--- src/rtl/inst_fetch_queue.sv ---
// inst_fetch_queue.sv -- sequential instruction fetch front end with redirect flush.
// Optional build macro: FETCH_PERF_EN (adds the stall/flush performance counters).
//
// Ports (inst_fetch_queue):
//   clk_i, rst_i          clock (rising edge) and asynchronous active-low reset
//   start_i               fetch enable; low stops new requests being launched
//   mem_req_o/addr_o      word fetch request, held stable until mem_gnt_i
//   mem_gnt_i             memory accepted the presented request
//   mem_rvalid_i/rdata_i  in-order response stream
//   inst_valid_o/_o/pc_o  buffered head word and its PC towards decode
//   inst_ready_i          decode consumes the head when valid & ready
//   redirect_i/pc_i       one-cycle redirect: flush and restart fetch at the new PC
//   perf_stall_o/flush_o  performance counters (zero unless FETCH_PERF_EN)

// Generic FIFO: circular buffer with a synchronous flush.
// Latency: a word pushed in cycle N is readable at the head from cycle N+1; no bypass.
// Backpressure: none internally; callers must never push into a full FIFO without popping.
module fetch_fifo #(
    parameter int WIDTH = 32,
    parameter int DEPTH = 4
) (
    input  logic                   clk_i,
    input  logic                   rst_i,
    input  logic                   flush,
    input  logic                   push_vld,
    input  logic [WIDTH-1:0]       push_dat,
    input  logic                   pop,
    output logic [WIDTH-1:0]       head_dat,
    output logic [$clog2(DEPTH):0] count
);
    localparam int AW = $clog2(DEPTH);

    logic [WIDTH-1:0] mem [DEPTH];
    logic [AW:0]      wr_ptr;
    logic [AW:0]      rd_ptr;

    // The extra pointer bit separates full from empty; DEPTH is a power of two so
    // the low bits wrap naturally.
    always_ff @(posedge clk_i or negedge rst_i) begin
        if (!rst_i) begin
            wr_ptr <= '0;
            rd_ptr <= '0;
        end else if (flush) begin
            wr_ptr <= '0;
            rd_ptr <= '0;
        end else begin
            if (push_vld) begin
                wr_ptr <= wr_ptr + 1'b1;
            end
            if (pop) begin
                rd_ptr <= rd_ptr + 1'b1;
            end
        end
    end

    // Storage needs no reset: entries are only observed while count is non-zero.
    always_ff @(posedge clk_i) begin
        if (push_vld && !flush) begin
            mem[wr_ptr[AW-1:0]] <= push_dat;
        end
    end

    assign head_dat = mem[rd_ptr[AW-1:0]];
    assign count    = wr_ptr - rd_ptr;
endmodule

// Fetch queue: issues sequential word fetches and buffers {pc, word} for decode.
// Latency: request presented the cycle after credit frees; response visible at head one cycle after rvalid.
// Backpressure: decode stalls fill the FIFO; credit (outstanding + buffered < DEPTH) then stops fetching.
module inst_fetch_queue #(
    parameter logic [31:0] RESET_PC = 32'h0000_0000,
    parameter int          DEPTH    = 4,
    parameter int          MAX_OUT  = 2
) (
    input  logic        clk_i,
    input  logic        rst_i,
    input  logic        start_i,
    output logic        mem_req_o,
    output logic [31:0] mem_addr_o,
    input  logic        mem_gnt_i,
    input  logic        mem_rvalid_i,
    input  logic [31:0] mem_rdata_i,
    output logic        inst_valid_o,
    output logic [31:0] inst_o,
    output logic [31:0] inst_pc_o,
    input  logic        inst_ready_i,
    input  logic        redirect_i,
    input  logic [31:0] redirect_pc_i,
    output logic [31:0] perf_stall_o,
    output logic [31:0] perf_flush_o
);
    localparam int              AW        = $clog2(DEPTH);
    localparam int              CW        = AW + 1;
    localparam logic [CW-1:0]   MAX_OUT_C = CW'(MAX_OUT);
    localparam logic [CW:0]     DEPTH_C   = (CW + 1)'(DEPTH);

    logic [31:0]   fetch_pc;
    logic          req_q;
    logic [CW-1:0] out_cnt;
    logic [CW-1:0] drop_cnt;

    logic [CW-1:0] out_nxt;
    logic [CW-1:0] drop_nxt;
    logic [CW-1:0] fifo_cnt_nxt;
    logic [CW:0]   credit_sum;
    logic          req_nxt;

    logic          grant;
    logic          rsp;
    logic          rsp_drop;
    logic          push;
    logic          pop;

    logic [CW-1:0] fifo_cnt;
    logic [CW-1:0] tag_cnt;
    logic [31:0]   tag_pc;
    logic [63:0]   head_dat;
    logic          unused_bits;

    // Redirect withdraws any unaccepted request combinationally, so a grant in
    // the redirect cycle can never be taken.
    assign mem_req_o  = req_q & ~redirect_i;
    assign mem_addr_o = fetch_pc;
    assign grant      = mem_req_o & mem_gnt_i;

    // A response with nothing outstanding is a protocol error and is ignored.
    assign rsp      = mem_rvalid_i & (out_cnt != '0);
    assign rsp_drop = rsp & (drop_cnt != '0);
    assign push     = rsp & (drop_cnt == '0) & ~redirect_i;

    assign inst_valid_o = (fifo_cnt != '0);
    assign pop          = inst_valid_o & inst_ready_i & ~redirect_i;

    always_comb begin
        out_nxt      = out_cnt + CW'(grant) - CW'(rsp);
        drop_nxt     = drop_cnt - CW'(rsp_drop);
        fifo_cnt_nxt = fifo_cnt + CW'(push) - CW'(pop);
        if (redirect_i) begin
            // Every response still owed after this cycle belongs to the old path.
            drop_nxt     = out_nxt;
            fifo_cnt_nxt = '0;
        end

        credit_sum = {1'b0, out_nxt} + {1'b0, fifo_cnt_nxt};

        // Credit is evaluated on next-cycle occupancy. The presented request is
        // not yet counted as outstanding, but outstanding + buffered cannot grow
        // while it waits for a grant, so the FIFO cannot overflow.
        if (!redirect_i && req_q && !mem_gnt_i) begin
            req_nxt = 1'b1;
        end else begin
            req_nxt = start_i && (out_nxt < MAX_OUT_C) && (credit_sum < DEPTH_C)
                      && (drop_nxt == '0);
        end
    end

    always_ff @(posedge clk_i or negedge rst_i) begin
        if (!rst_i) begin
            fetch_pc <= RESET_PC;
            req_q    <= 1'b0;
            out_cnt  <= '0;
            drop_cnt <= '0;
        end else begin
            req_q    <= req_nxt;
            out_cnt  <= out_nxt;
            drop_cnt <= drop_nxt;
            if (redirect_i) begin
                fetch_pc <= {redirect_pc_i[31:2], 2'b00};
            end else if (grant) begin
                fetch_pc <= fetch_pc + 32'd4;
            end
        end
    end

    // PCs of granted requests, consumed in order as their responses are kept.
    fetch_fifo #(
        .WIDTH (32),
        .DEPTH (DEPTH)
    ) u_tag_q (
        .clk_i    (clk_i),
        .rst_i    (rst_i),
        .flush    (redirect_i),
        .push_vld (grant),
        .push_dat (fetch_pc),
        .pop      (push),
        .head_dat (tag_pc),
        .count    (tag_cnt)
    );

    fetch_fifo #(
        .WIDTH (64),
        .DEPTH (DEPTH)
    ) u_inst_q (
        .clk_i    (clk_i),
        .rst_i    (rst_i),
        .flush    (redirect_i),
        .push_vld (push),
        .push_dat ({tag_pc, mem_rdata_i}),
        .pop      (pop),
        .head_dat (head_dat),
        .count    (fifo_cnt)
    );

    // Masked so the head reads zero whenever nothing valid is buffered.
    assign inst_o    = inst_valid_o ? head_dat[31:0]  : '0;
    assign inst_pc_o = inst_valid_o ? head_dat[63:32] : '0;

    // Tag occupancy always tracks outstanding kept fetches; low redirect bits are forced to zero.
    assign unused_bits = ^{tag_cnt, redirect_pc_i[1:0]};

`ifdef FETCH_PERF_EN
    logic [31:0] stall_cnt;
    logic [31:0] flush_cnt;
    logic [CW:0] flush_inc;
    logic        stall_evt;

    function automatic logic [31:0] sat_add(input logic [31:0] a, input logic [31:0] b);
        logic [32:0] sum;
        sum = {1'b0, a} + {1'b0, b};
        return sum[32] ? 32'hFFFF_FFFF : sum[31:0];
    endfunction

    assign stall_evt = inst_ready_i & ~inst_valid_o & start_i;

    // Discards are counted where they happen: buffered entries plus any response
    // landing in the redirect cycle, then each stale response as it drains.
    always_comb begin
        flush_inc = {{CW{1'b0}}, rsp_drop};
        if (redirect_i) begin
            flush_inc = {1'b0, fifo_cnt} + {{CW{1'b0}}, rsp};
        end
    end

    always_ff @(posedge clk_i or negedge rst_i) begin
        if (!rst_i) begin
            stall_cnt <= '0;
            flush_cnt <= '0;
        end else begin
            stall_cnt <= sat_add(stall_cnt, {31'b0, stall_evt});
            flush_cnt <= sat_add(flush_cnt, 32'(flush_inc));
        end
    end

    assign perf_stall_o = stall_cnt;
    assign perf_flush_o = flush_cnt;
`else
    assign perf_stall_o = '0;
    assign perf_flush_o = '0;
`endif
endmodule

--- config.mk ---
export PLATFORM = sky130hd
export DESIGN_NAME = inst_fetch_queue
export DESIGN_NICKNAME = d
export VERILOG_FILES = /design/src/rtl/inst_fetch_queue.sv
export SDC_FILE = /design/constraint.sdc
export NUM_CORES = 1
export LEC_CHECK = 0
export ABC_AREA = 1
export BUFFER_PORTS_ARGS = -buffer_cell sky130_fd_sc_hd__buf_2
export CAP_MARGIN = 25
export CORE_MARGIN = 1
export CORE_UTILIZATION = 40
export CTS_BUF_LIST = sky130_fd_sc_hd__clkbuf_16
export CTS_CLUSTER_DIAMETER = 120
export DETAILED_ROUTE_END_ITERATION = 7
export GPL_TIMING_DRIVEN = 1
export PLACE_DENSITY = 0.69
export REMOVE_ABC_BUFFERS = 1
export SLEW_MARGIN = 40
export SYNTH_ARGS = -nofsm -noshare
export SYNTH_HDL_FRONTEND = slang
export SYNTH_SLANG_ARGS = --single-unit
--- constraint.sdc ---
create_clock -name clk_i -period 7.15 [get_ports clk_i]
set_input_delay 0.3575 -clock clk_i [delete_from_list [all_inputs] [get_ports clk_i]]
set_output_delay 0.3575 -clock clk_i [all_outputs]
set_load 0.02 [all_outputs]
==> reports/qor.yml, run 1 <==
grt_setup_unrepaired: "false"
drt_wl_total_um: 39000
synth_async_sr_flop_share_pct: 11.3
hold_path.class: "in2reg"
clk_latency_ns: 0.58
yosysUniqueCellTypes: 36
endpoint_kind: "flop"
area_growth_pct: 16.2
setup-tns-final_ns: 0
drc: 0
crit_required_ns: 7.67
relSlewSlack_pct: 47.1
setup_viol: 0
crit_path_cell_trace: "ha_1 > fa_1 > nand2_1 > nand3b_4 > buf_6 > nand2_2 > nor2_1 > ha_1 > inv_1 > ha_1 > fa_1 > inv_1 > nand3_1 > nand2_1 > nor2_1 > ha_1 > nor3_1 > nand3_1 > nor2_1 > nand3_1 > nand2_1"
syn_area_per_cell_um2: 12.0
cts_inserted_buffers: 43
finalCritPeriodShare_pct: 59.0
ys_seq_area_share_pct: 68.0
synthTopCellsByArea: "edfxtp_1 (61%), dfrtp_1 (6.5%), nand2_1 (4.3%)"
final_cell_mix: "edfxtp_1 (368), nand2_1 (207), nor2_1 (163), buf_2 (162)"
maxCapViolCount: 0
diodes: 0
num_rows: 77
max_stage_delay_ns: 0.61
critPathKind: "reg2reg"
synth_top_cell_area_share_pct: 61.5
viasPerCell: 4.98
grt_pass1_vias: 11134
clockBufferDepth: 3
htreeDepth: 2
setup.worst_path.start_class: "flop"
grt_use_total_pct: 16.7
drtAntennaViolNets: 0
pin_count: 233
clk_pin_slew_ns: 0.06
power.density_mw_per_mm2: 342
cts_tree: "built"
nets: 1783
grt_max_degree: 101
fin_ws_ns: 2.93
synth-edff-count: 368
ys.flop_type: "edfxtp_1"
syn_inst: 1498
ys_warn_count: 0
cp_max_fo: 67
grt_first_pass_wirelength_um: 60400
io_buffers: 162
first_iter_violations: 893
period_needed_ns: 4.22
ir_drop_uv: 300
firstDrtPassIters: 5
wl_per_cell_um: 16.8
finClkSkew_ns: 0.0162
vias: 11542
synth-seq-cells: 415
worst_pin_slew_ns: 0.794
final_common_cell: "edfxtp_1"
clock-sinks: 415
cellLeakagePower_nw: 8.13
status: "completed"
dp_slack_ns: 2.72
cts-root-buf: "clkbuf_16"
crit_slowest_cell: "dfrtp_4"
layout-drive-gt1-share_pct: 16.1
syn-cell-area_mm2: 0.0180
cpMostUsedCell: "ha_1"
hpwl_um: 22400
cts_resized: 0
cp.arrival_ns: 4.74
finalWeightedCongestion: 0.780
core_mm2: 0.0442
slew_viol_final: 0
start_util_pct: 40.6
post-cts-setup-buffers: 0
die_h_um: 214
yosysTopAreaCell: "edfxtp_1"
fmax_mhz: 237
antenna_found_initial: 0
die_w_um: 214
final_hold_viol_count: 0
gr-total-overflow: 0
fp.dieArea_mm2: 0.0458
worst paths after layout:
path | end | start | slack, ns | cells past startpoint
max | req_q | u_inst_q.rd_ptr[0] | 2.93 | 21
min | mem_addr_o[19] | redirect_pc_i[19] | 0.03 | 3
max reg2reg | req_q | u_inst_q.rd_ptr[0] | 2.93 | 21
min reg2reg | u_tag_q.wr_ptr[0] | u_tag_q.wr_ptr[0] | 0.57 | 1
max in group asynchronous | u_inst_q.rd_ptr[0] | rst_i | 6.23 | 3
min in group asynchronous | u_inst_q.rd_ptr[2] | rst_i | 0.43 | 3
routing by layer:
layer | global-route usage [%] | up-vias | wire length [um]
met5 | 0 | - | 0
met4 | 5.78 | 0 | 767
met3 | 2.52 | 46 | 2350
met2 | 28.9 | 328 | 19200
met1 | 21.4 | 5649 | 16600
li1 | - | 5519 | -
kinds of logic after synthesis:
| group | share of synthesized area [%] |
|---|---|
| AND/OR/NAND/NOR | 10.7 |
| other | 0.0209 |
| flip-flops | 68.0 |
| adder cells (fa/ha/maj) | 1.66 |
| AO/OA/AOI/OAI | 8.29 |
| XOR/XNOR | 0.244 |
| buffers and inverters | 7.62 |
| multiplexers | 3.45 |
area by class of cell:
cell class,instances,area [um^2]
Multi-Input combinational cell,883,4670
Fill cell,3911,23300
Tap cell,592,741
Inverter,128,480
Clock buffer,43,1080
Clock inverter,36,313
Sequential cell,415,12200
Timing Repair Buffer,219,1370
worst max-delay path: cells and delay by family (launching register included):
kind          cells  cell delay [ns]
buf+inv           3             0.57
flops             1             0.61
fa+ha+maj         6             1.74
simple gates     12             1.26
what timing repair did:
| action | CTS | global route |
|---|---|---|
| hold buffers | 37 | 0 |
| setup endpoints to repair | 0 | 0 |
| endpoints found under the hold margin | 176 | 0 |
stage by stage:
| stage | instance area [um^2] | power, mW | hold slack, ns | std cells | util [%] |
|---|---|---|---|---|---|
| final | 20900 | 7.15 | 0.0264 | 2316 | 47.2 |
| after global routing | 20900 | 7.52 | 0.0146 | 2316 | 47.2 |
| after CTS | 20900 | 7.22 | 0.000607 | 2315 | 47.2 |
| after detailed placement | 19100 | 5.01 | 0.529 | 2199 | 43.2 |
| after global placement | 19100 | 4.98 | 0.528 | 2199 | 43.1 |
| after floorplan | 17300 | 4.31 | 0.0619 | 1426 | - |
Yosys cell counts, types with 18 or more instances:
cell type	count
inv_1	123
edfxtp_1	368
nand3_1	58
mux2i_1	62
o21ai_0	133
nand2_1	207
dfrtp_1	47
ha_1	19
buf_4	70
a22oi_1	18
nor2_1	171
clkbuf_1	34
o22ai_1	93
buf_2	21
state kept, by name (all words and copies together) (netlist names):
name	cells
req_q	1
drop_cnt	3
u_inst_q.wr_ptr	3
u_tag_q.rd_ptr	2
u_tag_q.mem	120
out_cnt	3
u_inst_q.mem	248
u_tag_q.wr_ptr	2
u_inst_q.rd_ptr	3
mem_addr_o	30
where the power goes:
group          internal (mW)  total [mW]  leakage [nW]  switching [mW]
sequential              2.79        2.90          3.89           0.112
clock                   1.25        2.18         0.706           0.933
combinational          0.636        2.07          3.53            1.43
total                   4.67        7.15          8.13            2.48
Power figures use the tool's default switching activity.
==> run 2, diff against run 1 <==
==> constraint.sdc (replaced) <==
create_clock -name clk_i -period 4.05 [get_ports clk_i]
set_input_delay 0.2025 -clock clk_i [delete_from_list [all_inputs] [get_ports clk_i]]
set_output_delay 0.2025 -clock clk_i [all_outputs]
set_load 0.02 [all_outputs]
==> run 2 against run 1 <==
  * Clock power grew 73%
  * Total power grew 77%
  * Clock skew shrank 0.0024 ns
  * Wire length grew 0.42%
  * Die area is the same
  * Maximum frequency grew 14%
  * Combinational power grew 84%
  * Highest routed layer unchanged
  * Count of clock-buffer cells in the layout grew 2
  * Largest power group unchanged
  * Sequential power grew 75%
  * Via count grew 1.3%
  * Sequential share of layout area shrank 0.86 points
==> reports/qor.yml, run 2 (synthesized netlist as in run 1, its figures left out) <==
nets: 1813  # was 1783
io_buffers: 162  # unchanged
final_hold_viol_count: 0  # unchanged
endpoint_kind: "flop"  # unchanged
antenna_found_initial: 0  # unchanged
grt_setup_unrepaired: "false"  # unchanged
wl_per_cell_um: 16.7  # was 16.8 um
fp.dieArea_mm2: 0.0458  # unchanged
power_mw: 12.7  # was 7.15 mW
maxCapViolCount: 0  # unchanged
area_growth_pct: 17.9  # was 16.2%
max_stage_delay_ns: 0.60  # was 0.61 ns
critPathKind: "reg2reg"  # unchanged
finClkSkew_ns: 0.0138  # was 0.0162 ns
final_cell_mix: "edfxtp_1 (368), nand2_1 (207), nor2_1 (163), buf_2 (161), o21ai_0 (133)"  # was edfxtp_1 (368), nand2_1 (207), nor2_1 (163), buf_2 (162)
cts_inserted_buffers: 44  # was 43
crit_required_ns: 4.55  # was 7.67 ns
power.switching_mw: 4.40  # was 2.48 mW
dp_slack_ns: 0.379  # was 2.72 ns
swShare_pct: 34.7  # was 34.6%
firstDrtPassIters: 5  # unchanged
die_h_um: 214  # unchanged
finalCritPeriodShare_pct: 91.1  # was 59.0%
crit_slowest_cell: "fa_1"  # was dfrtp_4
power_frac_seq_pct: 40.1  # was 40.6%
cts_tree: "built"  # unchanged
utilization_pct: 47.9  # was 47.2%
wl_met3_um: 2120  # was 2350 um
grt_pass1_vias: 11720  # was 11134
gr-total-overflow: 0  # unchanged
first_iter_violations: 894  # was 893
drt_wl_total_um: 39200  # was 39000 um
cts_resized: 0  # unchanged
setup-tns-final_ns: 0  # unchanged
p_comb_share_pct: 30.0  # was 28.9%
start_util_pct: 40.6  # unchanged
cts-root-buf: "clkbuf_16"  # unchanged
fin_ws_ns: 0.361  # was 2.93 ns
setup.worst_path.start_class: "flop"  # unchanged
clk_pin_slew_ns: 0.06  # about the same
period_needed_ns: 3.69  # was 4.22 ns
drc: 0  # unchanged
finalWeightedCongestion: 0.805  # was 0.780
post-cts-setup-buffers: 0  # unchanged
final_common_cell: "edfxtp_1"  # unchanged
clock_power_share_pct: 29.9  # was 30.5%
cellLeakagePower_nw: 8.23  # was 8.13 nW
cp_max_fo: 4  # was 67
critPathBufInv: 2  # was 3
grt_use_total_pct: 17.0  # was 16.7%
cp_top_family: "adder cells"  # unchanged
dpl-instance-area_mm2: 0.0192  # was 0.0191 mm^2
die_w_um: 214  # unchanged
internal_power_mw: 8.27  # was 4.67 mW
route.met2.wl_um: 19200  # about the same
diodes: 0  # unchanged
clk_latency_ns: 0.56  # was 0.58 ns
grt_first_pass_wirelength_um: 61900  # was 60400 um
relSlewSlack_pct: 50.5  # was 47.1%
worst_pin_slew_ns: 0.742  # was 0.794 ns
drtAntennaViolNets: 0  # unchanged
hold_path.class: "in2reg"  # unchanged
num_rows: 77  # unchanged
m1WireLength_um: 16900  # was 16600 um
hpwl_um: 22500  # was 22400 um
clockBufferDepth: 3  # unchanged
power.density_mw_per_mm2: 598  # was 342 mW/mm^2
ctsHoldBuffers: 66  # was 37
rrSetupSlack_ns: 0.36  # was 2.93 ns
largest_reg_flops: 248  # unchanged
pin_count: 233  # unchanged
ir_drop_uv: 339  # was 300 uV
slew_viol_final: 0  # unchanged
fmax_mhz: 271  # was 237 MHz
vias: 11690  # was 11542
grt_max_degree: 128  # was 101
core_mm2: 0.0442  # unchanged
cpMostUsedCell: "ha_1"  # unchanged
htreeDepth: 2  # unchanged
cp.arrival_ns: 4.19  # was 4.74 ns
viasPerCell: 4.98  # about the same
layout-drive-gt1-share_pct: 15.8  # was 16.1%
crit_path_cell_trace: "ha_1 > fa_1 > nand2_1 > nand3b_4 > nand2_2 > nor2_1 > ha_1 > inv_1 > ha_1 > fa_1 > inv_1 > nand3_1 > nand2_1 > nor2_1 > ha_1 > nor3_1 > nand3_1 > nor2_1 > nand3_1 > nand2_1"  # was ha_1 > fa_1 > nand2_1 > nand3b_4 > buf_6 > nand2_2 > nor2_1 > ha_1 > inv_1 > ha_1 > fa_1 > inv_1 > nand3_1 > nand2_1 > nor2_1 > ha_1 > nor3_1 > nand3_1 > nor2_1 > nand3_1 > nand2_1
routed.top_layer: "met4"  # unchanged
clock-sinks: 415  # unchanged
setup_viol: 0  # unchanged
status: "completed"  # unchanged
final_cell_area_mm2: 0.0212  # was 0.0209 mm^2
[run 2: changes by cell type in the layout (fill, tap and decap cells not counted), sizes merged]
cell | previous run | this run
dlygate4sd3 | 37 | 66
clkinvlp | 5 | 6
inv | 139 | 138
clkinv | 16 | 19
bufinv | 4 | 2
clkbuf | 43 | 45
[run 2: power by group through the flow]
stage	clock network, mW	registers [mW]	logic, mW
6_report	3.78	5.08	3.81
5_1_grt	4.02	5.09	4.22
4_1_cts	3.87	5.07	3.87
3_5_place_dp	0	5.16	3.81
3_3_place_gp	0	5.15	3.69
2_1_floorplan	0	5.33	2.27
[run 2: worst min-delay path, delay by kind of cell]
kind / cells / cell delay, ns
simple gates: 2 / 0.17
buf+inv: 1 / 0.20
[run 2: final timing paths]
kind	start	cells past startpoint	end
setup reg to reg	u_inst_q.rd_ptr[0]	20	req_q
max in group asynchronous	rst_i	2	u_inst_q.rd_ptr[1]
setup / recovery	u_inst_q.rd_ptr[0]	20	req_q
hold reg to reg	u_tag_q.wr_ptr[0]	1	u_tag_q.wr_ptr[0]
hold / removal	redirect_i	3	mem_addr_o[4]
min in group asynchronous	rst_i	2	u_inst_q.rd_ptr[2]
[run 2: cell type report]
class                           count  area, um^2
Clock buffer                       45        1130
Clock inverter                     37         245
Fill cell                        3877       23000
Inverter                          128         480
Multi-Input combinational cell    883        4670
Sequential cell                   415       12200
Tap cell                          592         741
Timing Repair Buffer              248        1700
[run 2: per-layer routing]
metal | global-route usage (%) | vias to the layer above
met2 | 29.2 | 363
met4 | 6.35 | 0
met1 | 21.9 | 5692
met5 | 0 | -
li1 | - | 5581
met3 | 2.44 | 54
[run 2: metrics by stage]
stage | hold slack (ns) | instances
2_1_floorplan | -0.0931 | 1426
3_3_place_gp | 0.412 | 2199
3_5_place_dp | 0.271 | 2200
4_1_cts | 0.0385 | 2348
5_1_grt | 0.0889 | 2348
6_report | 0.0589 | 2348
==> run 3, diff against run 2 <==
--- a/config.mk
+++ b/config.mk
@@ -5,7 +5,6 @@
 export SDC_FILE = /design/constraint.sdc
 export NUM_CORES = 1
 export LEC_CHECK = 0
-export ABC_AREA = 1
 export BUFFER_PORTS_ARGS = -buffer_cell sky130_fd_sc_hd__buf_2
 export CAP_MARGIN = 25
 export CORE_MARGIN = 1
==> run 3 against run 2 <==
  * Cell area down 3.6%
  * Flip-flop and latch count unchanged
  * Sequential share of layout area up 2.2 points
  * Die area decreased by 5.0%
  * First-iteration DRC count decreased by 25%
  * Maximum frequency shrank 3.6%
  * Synthesized cell count down 38%
  * Largest power group unchanged
==> reports/qor.yml, run 3 <==
status: "completed"  # unchanged
relSlewSlack_pct: 48.9  # was 50.5%
critPathKind: "reg2reg"  # unchanged
final_cell_area_mm2: 0.0204  # was 0.0212 mm^2
use_met2_pct: 27.4  # was 29.2%
final_common_cell: "edfxtp_1"  # unchanged
fmax_mhz: 261  # was 271 MHz
critPathBufInv: 1  # was 2
wl_per_cell_um: 20.4  # was 16.7 um
period_needed_ns: 3.83  # was 3.69 ns
crit_slowest_cell: "dfrtp_4"  # was fa_1
final_cell_mix: "edfxtp_1 (368), buf_2 (162), mux4_2 (92), conb_1 (68), and2_1 (66)"  # was edfxtp_1 (368), nand2_1 (207), nor2_1 (163), buf_2 (161), o21ai_0 (133)
power.density_mw_per_mm2: 606  # was 598 mW/mm^2
die_h_um: 209  # was 214 um
drt_wl_total_um: 35800  # was 39200 um
final_hold_viol_count: 0  # unchanged
synth_top_cell_area_share_pct: 64.8  # was 61.5%
synthTopCellsByArea: "edfxtp_1 (65%), mux4_2 (12%), dfrtp_1 (6.9%)"  # was edfxtp_1 (61%), dfrtp_1 (6.5%), nand2_1 (4.3%)
syn_inst: 931  # was 1498
endpoint_kind: "flop"  # unchanged
finClkSkew_ns: 0.0191  # was 0.0138 ns
viasPerCell: 5.09  # was 4.98
cellLeakagePower_nw: 7.22  # was 8.23 nW
final_cells: 1755  # was 2348
synth-seq-cells: 415  # unchanged
layout-drive-gt1-share_pct: 30.3  # was 15.8%
clk_pin_slew_ns: 0.06  # about the same
finalWeightedCongestion: 0.776  # was 0.805
setup_viol: 0  # unchanged
num_rows: 75  # was 77
area_growth_pct: 19.8  # was 17.9%
firstDrtPassIters: 5  # unchanged
antenna_found_initial: 0  # unchanged
cp.arrival_ns: 4.27  # was 4.19 ns
htreeDepth: 2  # unchanged
core_mm2: 0.0420  # was 0.0442 mm^2
power_mw: 12.4  # was 12.7 mW
cts_tree: "built"  # unchanged
syn_area_per_cell_um2: 18.3  # was 12.0 um^2
finalCritPeriodShare_pct: 94.5  # was 91.1%
gr-total-overflow: 0  # unchanged
clock-sinks: 415  # unchanged
grt_use_total_pct: 16.8  # was 17.0%
hold_path.class: "in2reg"  # unchanged
clockBufferDepth: 3  # unchanged
yosysTopAreaCell: "edfxtp_1"  # unchanged
dpl-instance-area_mm2: 0.0184  # was 0.0192 mm^2
yosysUniqueCellTypes: 49  # was 36
start_util_pct: 40.6  # about the same
clk_latency_ns: 0.56  # about the same
synth_async_sr_flop_share_pct: 11.3  # unchanged
drtAntennaViolNets: 0  # unchanged
max_stage_delay_ns: 0.47  # was 0.60 ns
seq_area_mm2: 0.0122  # about the same
worst_pin_slew_ns: 0.766  # was 0.742 ns
cts_inserted_buffers: 43  # was 44
ys_seq_area_share_pct: 71.7  # was 68.0%
grt_pass1_vias: 9148  # was 11720
grt_max_degree: 65  # was 128
dp_slack_ns: 0.0625  # was 0.379 ns
cts-root-buf: "clkbuf_16"  # unchanged
synth-edff-count: 368  # unchanged
setup.worst_path.start_class: "flop"  # unchanged
ys.flop_type: "edfxtp_1"  # unchanged
placed_cells: 1616  # was 2200
maxCapViolCount: 0  # unchanged
fin_ws_ns: 0.222  # was 0.361 ns
grt_use_met1_pct: 22.9  # was 21.9%
cp_max_fo: 2  # was 4
syn-cell-area_mm2: 0.0171  # was 0.0180 mm^2
ys_warn_count: 0  # unchanged
slew_viol_final: 0  # unchanged
hpwl_um: 22000  # was 22500 um
crit_required_ns: 4.50  # was 4.55 ns
synth_commonest_cells: "edfxtp_1 (368), mux4_2 (92), and2_1 (70), buf_4 (68), dfrtp_1 (47)"  # was edfxtp_1 (368), nand2_1 (207), nor2_1 (171), o21ai_0 (133), inv_1 (123)
synth.most_common_cell: "edfxtp_1"  # unchanged
cp_top_family: "adder cells"  # unchanged
drc: 0  # unchanged
fp.dieArea_mm2: 0.0435  # was 0.0458 mm^2
grt_util_met3_pct: 3.50  # was 2.44%
ir_drop_uv: 523  # was 339 uV
pin_count: 233  # unchanged
cpMostUsedCell: "nor2_1"  # was ha_1
largest_reg_flops: 248  # unchanged
die_w_um: 209  # was 214 um
nets: 1280  # was 1813
grt_first_pass_wirelength_um: 54600  # was 61900 um
diodes: 0  # unchanged
vias: 8934  # was 11690
multiInputGateArea_mm2: 0.00439  # was 0.00467 mm^2
crit_path_cell_trace: "ha_2 > fa_2 > xnor3_1 > nand3_2 > nand2_2 > nor2_1 > ha_1 > inv_1 > ha_2 > fa_2 > xnor2_2 > xnor2_1 > nor2_1 > ha_1 > nor3_2 > o2111ai_1 > nor2_1 > o21ai_1 > o32ai_1"  # was ha_1 > fa_1 > nand2_1 > nand3b_4 > nand2_2 > nor2_1 > ha_1 > inv_1 > ha_1 > fa_1 > inv_1 > nand3_1 > nand2_1 > nor2_1 > ha_1 > nor3_1 > nand3_1 > nor2_1 > nand3_1 > nand2_1
busiest_layer: "met2"  # unchanged
first_iter_violations: 667  # was 894
io_buffers: 162  # unchanged
fillers: 3512  # was 3877
run 3: cell count changes after synthesis, sizes merged, moves of 9 or more:
cell and change:
and3 +9, a22oi -18, o22ai -92, and2 +68, nand2 -171, xor2 +10, buf -26, o21ai -116
mux4 +92, inv -111, xnor2 +14, nand3 -35, mux2i -59, nor2 -162
run 3: worst min-delay path: stages:
cell and delay [ns]:
buf_2 0.09, and3_1 0.16, xnor2_1 0.06, nor2_1 0.08
run 3: metrics by stage:
stage / util [%] / hold WS [ns] / TNS (ns)
global placement: 43.5 / 0.356 / 0
finish: 48.6 / 0.0856 / 0
global route: 48.6 / 0.0778 / -0.0249
CTS: 48.5 / 0.0322 / 0
detailed placement: 43.8 / 0.365 / 0
floorplan: - / -0.0931 / -57.52
run 3: area by class of cell:
class	count	area share, %
Tap cell	539	3.30
Clock inverter	30	1.13
Multi-Input combinational cell	458	21.5
Timing Repair Buffer	252	8.49
Sequential cell	415	59.9
Inverter	17	0.312
Clock buffer	44	5.39
run 3: what timing repair did:
item,4_1_cts,5_1_grt
hold endpoints to repair,206,0
hold buffers,64,0
buffers inserted,0,1
gates resized for setup,0,8
setup endpoints to repair,0,1
run 3: kinds of logic after synthesis:
logic type      Yosys count  share of synthesized area [%]
flops                   415                           71.7
fa+ha+maj                22                           1.75
xor+xnor                 30                           1.62
simple gates            198                           6.53
buf+inv                 125                           4.32
other cells               1                         0.0220
mux                      97                           12.5
compound gates           43                           1.63
run 3: worst paths after layout:
| path | from | end | slack (ns) | cells after the start |
|---|---|---|---|---|
| worst max-delay path | u_inst_q.rd_ptr[0] | req_q | 0.22 | 19 |
| worst min-delay path | inst_ready_i | u_inst_q.rd_ptr[2] | 0.09 | 4 |
| worst max register to register | u_inst_q.rd_ptr[0] | req_q | 0.22 | 19 |
| worst min register to register | out_cnt[0] | out_cnt[0] | 0.53 | 1 |
| max in group asynchronous | rst_i | u_tag_q.rd_ptr[1] | 3.26 | 3 |
| min in group asynchronous | rst_i | out_cnt[0] | 0.29 | 3 |
run 3: metal layers:
| layer | vias to the layer above | routed length [um] |
|---|---|---|
| li1 | 4008 | - |
| met1 | 4584 | 15500 |
| met2 | 293 | 17600 |
| met3 | 49 | 2050 |
| met4 | 0 | 663 |
| met5 | - | 0 |
run 3: power by group:
| part | internal, mW | switching [mW] | total (mW) |
|---|---|---|---|
| registers | 4.88 | 0.150 | 5.03 |
| clock network | 2.16 | 1.57 | 3.73 |
| logic | 1.44 | 2.17 | 3.61 |
